<file path="src/rtl/dbg_cmd_arbiter.sv">
// dbg_cmd_arbiter: round-robin sharing of the core debug command bus
// among NUM_REQ debug masters; one command in flight, timeout abort.
module dbg_cmd_arbiter #(
  parameter int NUM_REQ        = 2,
  parameter int TIMEOUT_CYCLES = 1024
) (
  input  logic                  clk,
  input  logic                  rstn_i,
  input  logic [NUM_REQ-1:0]    req_i,
  input  logic [8*NUM_REQ-1:0]  cmd_i,
  input  logic [32*NUM_REQ-1:0] addr_i,
  input  logic [32*NUM_REQ-1:0] wdata_i,
  output logic [NUM_REQ-1:0]    ack_o,
  output logic [31:0]           rdata_o,
  output logic                  err_o,
  output logic                  busy_o,
  output logic [7:0]            dbg_cmd_o,
  output logic [31:0]           dbg_addr_o,
  output logic [31:0]           dbg_wdata_o,
  input  logic [31:0]           dbg_rdata_i,
  input  logic                  dbg_done_i
);

  localparam int IDXW = $clog2(NUM_REQ);
  localparam int CNTW = $clog2(TIMEOUT_CYCLES) + 1;
  localparam logic [CNTW-1:0] CNT_LAST = CNTW'(TIMEOUT_CYCLES - 1);
  localparam logic [IDXW-1:0] PTR_RST  = IDXW'(NUM_REQ - 1);

  typedef enum logic [1:0] {
    S_IDLE,
    S_ISSUE,
    S_WAIT_CLR
  } state_t;

  state_t              state_q, state_d;
  logic [IDXW-1:0]     ptr_q, ptr_d;
  logic [CNTW-1:0]     cnt_q, cnt_d;
  logic [NUM_REQ-1:0]  ack_d;
  logic [31:0]         rdata_d;
  logic                err_d;
  logic                busy_d;
  logic [7:0]          cmd_d;
  logic [31:0]         addr_d;
  logic [31:0]         wdata_d;

  logic [7:0]          cmd_a   [NUM_REQ];
  logic [31:0]         addr_a  [NUM_REQ];
  logic [31:0]         wdata_a [NUM_REQ];

  logic                win_vld;
  logic [IDXW-1:0]     win_idx;
  logic [NUM_REQ-1:0]  win_oh;
  logic [NUM_REQ-1:0]  cur_oh;

  for (genvar g = 0; g < NUM_REQ; g++) begin : g_unpack
    assign cmd_a[g]   = cmd_i[8*g +: 8];
    assign addr_a[g]  = addr_i[32*g +: 32];
    assign wdata_a[g] = wdata_i[32*g +: 32];
  end

  // Search starts just after the last winner, so it loses priority next.
  always_comb begin : rr_pick
    int cand;
    cand    = 0;
    win_vld = 1'b0;
    win_idx = ptr_q;
    for (int i = 1; i <= NUM_REQ; i++) begin
      cand = (int'(ptr_q) + i) % NUM_REQ;
      if (!win_vld && req_i[IDXW'(cand)]) begin
        win_vld = 1'b1;
        win_idx = IDXW'(cand);
      end
    end
  end

  assign win_oh = NUM_REQ'(1) << win_idx;
  assign cur_oh = NUM_REQ'(1) << ptr_q;

  always_comb begin : fsm_next
    state_d = state_q;
    ptr_d   = ptr_q;
    cnt_d   = cnt_q;
    ack_d   = '0;
    rdata_d = '0;
    err_d   = 1'b0;
    cmd_d   = dbg_cmd_o;
    addr_d  = dbg_addr_o;
    wdata_d = dbg_wdata_o;
    unique case (state_q)
      S_IDLE: begin
        cmd_d   = '0;
        addr_d  = '0;
        wdata_d = '0;
        if (win_vld) begin
          ptr_d = win_idx;
          if (cmd_a[win_idx] != 8'h00) begin
            cmd_d   = cmd_a[win_idx];
            addr_d  = addr_a[win_idx];
            wdata_d = wdata_a[win_idx];
            cnt_d   = '0;
            state_d = S_ISSUE;
          end else begin
            ack_d   = win_oh;
            state_d = S_WAIT_CLR;
          end
        end
      end
      S_ISSUE: begin
        // done has priority over a coinciding timeout
        if (dbg_done_i) begin
          cmd_d   = '0;
          addr_d  = '0;
          wdata_d = '0;
          ack_d   = cur_oh;
          rdata_d = dbg_rdata_i;
          state_d = S_WAIT_CLR;
        end else if (cnt_q == CNT_LAST) begin
          cmd_d   = '0;
          addr_d  = '0;
          wdata_d = '0;
          ack_d   = cur_oh;
          err_d   = 1'b1;
          state_d = S_WAIT_CLR;
        end else begin
          cnt_d = cnt_q + CNTW'(1);
        end
      end
      S_WAIT_CLR: begin
        cmd_d   = '0;
        addr_d  = '0;
        wdata_d = '0;
        if (!dbg_done_i) state_d = S_IDLE;
      end
      default: begin
        cmd_d   = '0;
        addr_d  = '0;
        wdata_d = '0;
        state_d = S_IDLE;
      end
    endcase
    busy_d = (state_d != S_IDLE);
  end

  always_ff @(posedge clk or negedge rstn_i) begin
    if (!rstn_i) begin
      state_q     <= S_IDLE;
      ptr_q       <= PTR_RST;
      cnt_q       <= '0;
      ack_o       <= '0;
      rdata_o     <= '0;
      err_o       <= 1'b0;
      busy_o      <= 1'b0;
      dbg_cmd_o   <= '0;
      dbg_addr_o  <= '0;
      dbg_wdata_o <= '0;
    end else begin
      state_q     <= state_d;
      ptr_q       <= ptr_d;
      cnt_q       <= cnt_d;
      ack_o       <= ack_d;
      rdata_o     <= rdata_d;
      err_o       <= err_d;
      busy_o      <= busy_d;
      dbg_cmd_o   <= cmd_d;
      dbg_addr_o  <= addr_d;
      dbg_wdata_o <= wdata_d;
    end
  end

endmodule

</file>
<file path="config.mk">
export PLATFORM = sky130hd
export DESIGN_NAME = dbg_cmd_arbiter
export DESIGN_NICKNAME = d
export VERILOG_FILES = /design/src/rtl/dbg_cmd_arbiter.sv
export SDC_FILE = /design/constraint.sdc
export NUM_CORES = 1
export LEC_CHECK = 0
export CORE_UTILIZATION = 35
export DETAILED_ROUTE_END_ITERATION = 8
export PLACE_DENSITY = 0.87
export SYNTH_ARGS = -nofsm -noshare
export SYNTH_HDL_FRONTEND = slang
export SYNTH_SLANG_ARGS = --single-unit
</file>
<file path="constraint.sdc">
create_clock -name clk -period 1.93 [get_ports clk]
set_clock_uncertainty 0.05 [all_clocks]
set_input_delay 0.4825 -clock clk [delete_from_list [all_inputs] [get_ports clk]]
set_output_delay 0.4825 -clock clk [all_outputs]
set_load 0.02 [all_outputs]
</file>
==> results by group, run 1 <==
Status
  • Status: finished clean

Floorplanning
  • Initial Util: 0.360
  • Io pins: 289
  • Row cnt: 44
  • Area of the core: 14600 sq um
  • Die Y: 125 microns
  • Die area: 15500 sq um
  • Die width: 125 microns

STA
  • Final setup fails: 0
  • FMAX: 523 MHz
  • Period utilisation layout: 0.990
  • Rel. slew slack: 0.743
  • Max-slew violations: 0
  • Final min period: 1910 ps
  • Worst-Margin Slew: 386 ps
  • Final Hold Fails: 0

Final layout
  • FILL cells: 1117
  • Fin cells: 997
  • Most common cell after layout, fill and taps aside: clkdlybuf4s50_1
  • Commonest non-fill, non-tap cells in the layout: clkdlybuf4s50_1, dfrtp_1, o21ai_0
  • Final nets: 981
  • Final Core Density: 0.646
  • Area growth from synthesis to layout: 79.2%
  • Share of cells above drive strength 1: 0.112

Yosys
  • Compound-Gate Fraction of Synth Area: 0.111
  • Yosys reg bits: 122
  • Adder-cell share of the synthesized area: 0.00238
  • Ys async rst share: 1.00
  • Top cells by area, synth: dfrtp_1, mux2i_1, o21ai_0
  • Register area share after synthesis: 0.581
  • Synthesized net count: 667
  • Proportion of synthesized area in mux cells: 0.141
  • Synthesized-area fraction occupied by xor and xnor cells: 0.00333
  • Netlist cell types: 37
  • Post-synth EDFFs: 0
  • Synth warn: 0
  • Avg Synthesized Cell Area: 10.8 sq um
  • Top cell type's share of synthesized area: 0.576
  • Largest family of logic cells by synthesized area: multiplexers
  • Mapped Cells: 485
  • Yosys top cell by area: dfrtp_1
  • Top_reg_cell synth: dfrtp_1
  • Netlist Area Pre-Place: 5260 sq um
  • Fraction of the mapped netlist area in simple logic gates: 0.131

Clock tree
  • Clock Path Buffers: 2
  • Worst-path clk slew: 50 ps
  • CTS tree: yes
  • Sink Count: 122
  • CTS Root Cell: clkbuf_16
  • Total CTS buffers: 17
  • Clock Latency Late Sink: 410 ps
  • H-Tree Depth: 4

Placement
  • Placed Instances: 958
  • HPWL after DPL: 12.8 mm
  • GP Congestion: 0.840
  • IO Port Bufs: 287

Worst setup path
  • CP Max Fanout: 6
  • Critical path type: in -> reg
  • Startpoint Class: primary input
  • Worst path arrival time: 2180 ps
  • Data required, critical path: 2200 ps
  • CP Capture Type: flip-flop
  • R2R cell count: 5

Global route
  • Tot GR Track Use: 0.225
  • Total global routing overflow: 0
  • Largest net degree at the start of global routing: 41
  • Vias in the first global route: 5212
  • First-pass GRT wire length: 26.9 mm
  • Initial antenna violation count: 1

Pwr
  • Leakage power: 5.14 nW
  • Power Density: 1340 nW/um^2
  • Max VDD drop: 771 uV

Drt
  • Total number of vias: 4972
  • Vias per cell: 4.99
  • Total iterations of the first detailed-routing run: 4
  • DRC Markers: 0
  • ANT nets after route: 0
  • DR iter-0 viols: 281
  • Routed len/inst: 17.5 microns
  • Final wirelength: 17.5 mm

Min path
  • Hold-critical path depth: 3
  • Worst Hold Class: in -> reg

Run
  • Max cap viols: 0
-- registers in the layout, indices dropped and copies added (netlist names) --
name         flops
ack_o            2
busy_o           1
cnt_q           11
dbg_addr_o      32
dbg_cmd_o        8
dbg_wdata_o     32
err_o            1
ptr_q            1
rdata_o         32
state_q          2
-- worst paths after layout --
kind                                 from             end  slack [ps]
min in group asynchronous          rstn_i     rdata_o[15]         500
max                             cmd_i[12]        cnt_q[7]          20
min reg2reg                dbg_wdata_o[9]  dbg_wdata_o[9]         420
max in group asynchronous          rstn_i     rdata_o[30]         740
max reg2reg                    state_q[1]        cnt_q[7]         130
min                              cmd_i[0]    dbg_cmd_o[0]         350
-- worst max-delay path, cell delays in order --
cell and delay [ps]:
dlygate4sd2_1 260, or4_4 550, o211a_4 270, or3_4 420, o221ai_2 190
-- cells by family (layout without fill, tap and decap cells) --
family	count (synthesis)	count (layout)
other	0	1
buffers and inverters	38	364
XOR/XNOR	2	2
multiplexers	74	74
AO/OA/AOI/OAI	106	106
flip-flops	122	122
AND/OR/NAND/NOR	142	143
adder cells (fa/ha/maj)	1	1
-- synth_stat cells (3+ instances only) --
library cell	n
dfrtp_1	121
o21ai_0	80
nand2_1	77
mux2i_1	74
and3_1	33
clkbuf_1	24
buf_2	10
a31oi_1	7
a21oi_1	6
nand3_1	6
nor2_1	6
nor3_1	4
or4_1	4
a41oi_1	3
inv_1	3
-- what timing repair did --
action	4_1_cts	5_1_grt
hold buffers	1	0
endpoints found under the hold margin	23	0
cloned	1	0
gates resized for setup	36	67
setup endpoints to repair	91	127
pin swaps	9	11
setup buffers	1	3
-- through the flow --
stage               cell area, sq um  TNS (ps)  power [mW]  setup WS, ps  hold slack [ps]
global placement                8660    -44030        9.64          -641              377
finish                          9420         0        12.6          18.9              351
global route                    9420     -2.12        13.3         -2.12              385
floorplan                       5280     -3330        6.68          -125              137
CTS                             9240         0        12.8         0.215              430
detailed placement              8660    -45950        9.77          -678              378
-- per-layer routing --
layer | part of all wire | global-route usage | vias to the layer above
li1 | - | - | 2345
met1 | 0.39 | 0.255 | 2389
met2 | 0.52 | 0.388 | 211
met3 | 0.060 | 0.0756 | 27
met4 | 0.027 | 0.0872 | 0
met5 | 0 | 0 | -
-- final cells by class --
cell class,instances,area (sq um),area share
Tap cell,184,230,0.0244
Inverter,3,11.3,0.00119
Sequential cell,122,3050,0.324
Antenna cell,1,2.50,0.000266
Multi-Input combinational cell,326,2120,0.225
Timing Repair Buffer,329,3440,0.365
Clock inverter,14,125,0.0133
Clock buffer,18,439,0.0466
-- power breakdown --
group	switching [mW]	total, mW	internal, mW
logic	3.05	5.84	2.80
clock network	1.18	2.99	1.81
registers	0.438	3.80	3.36
total	4.67	12.6	7.96
Note: power is estimated with default switching activity, not from simulation.
==> run 2, diff against run 1 <==
Settings changed: CTS_CLUSTER_SIZE set to 8.
==> results of run 2 <==
The final DEF is identical to that of run 1; final timing and power are the same.
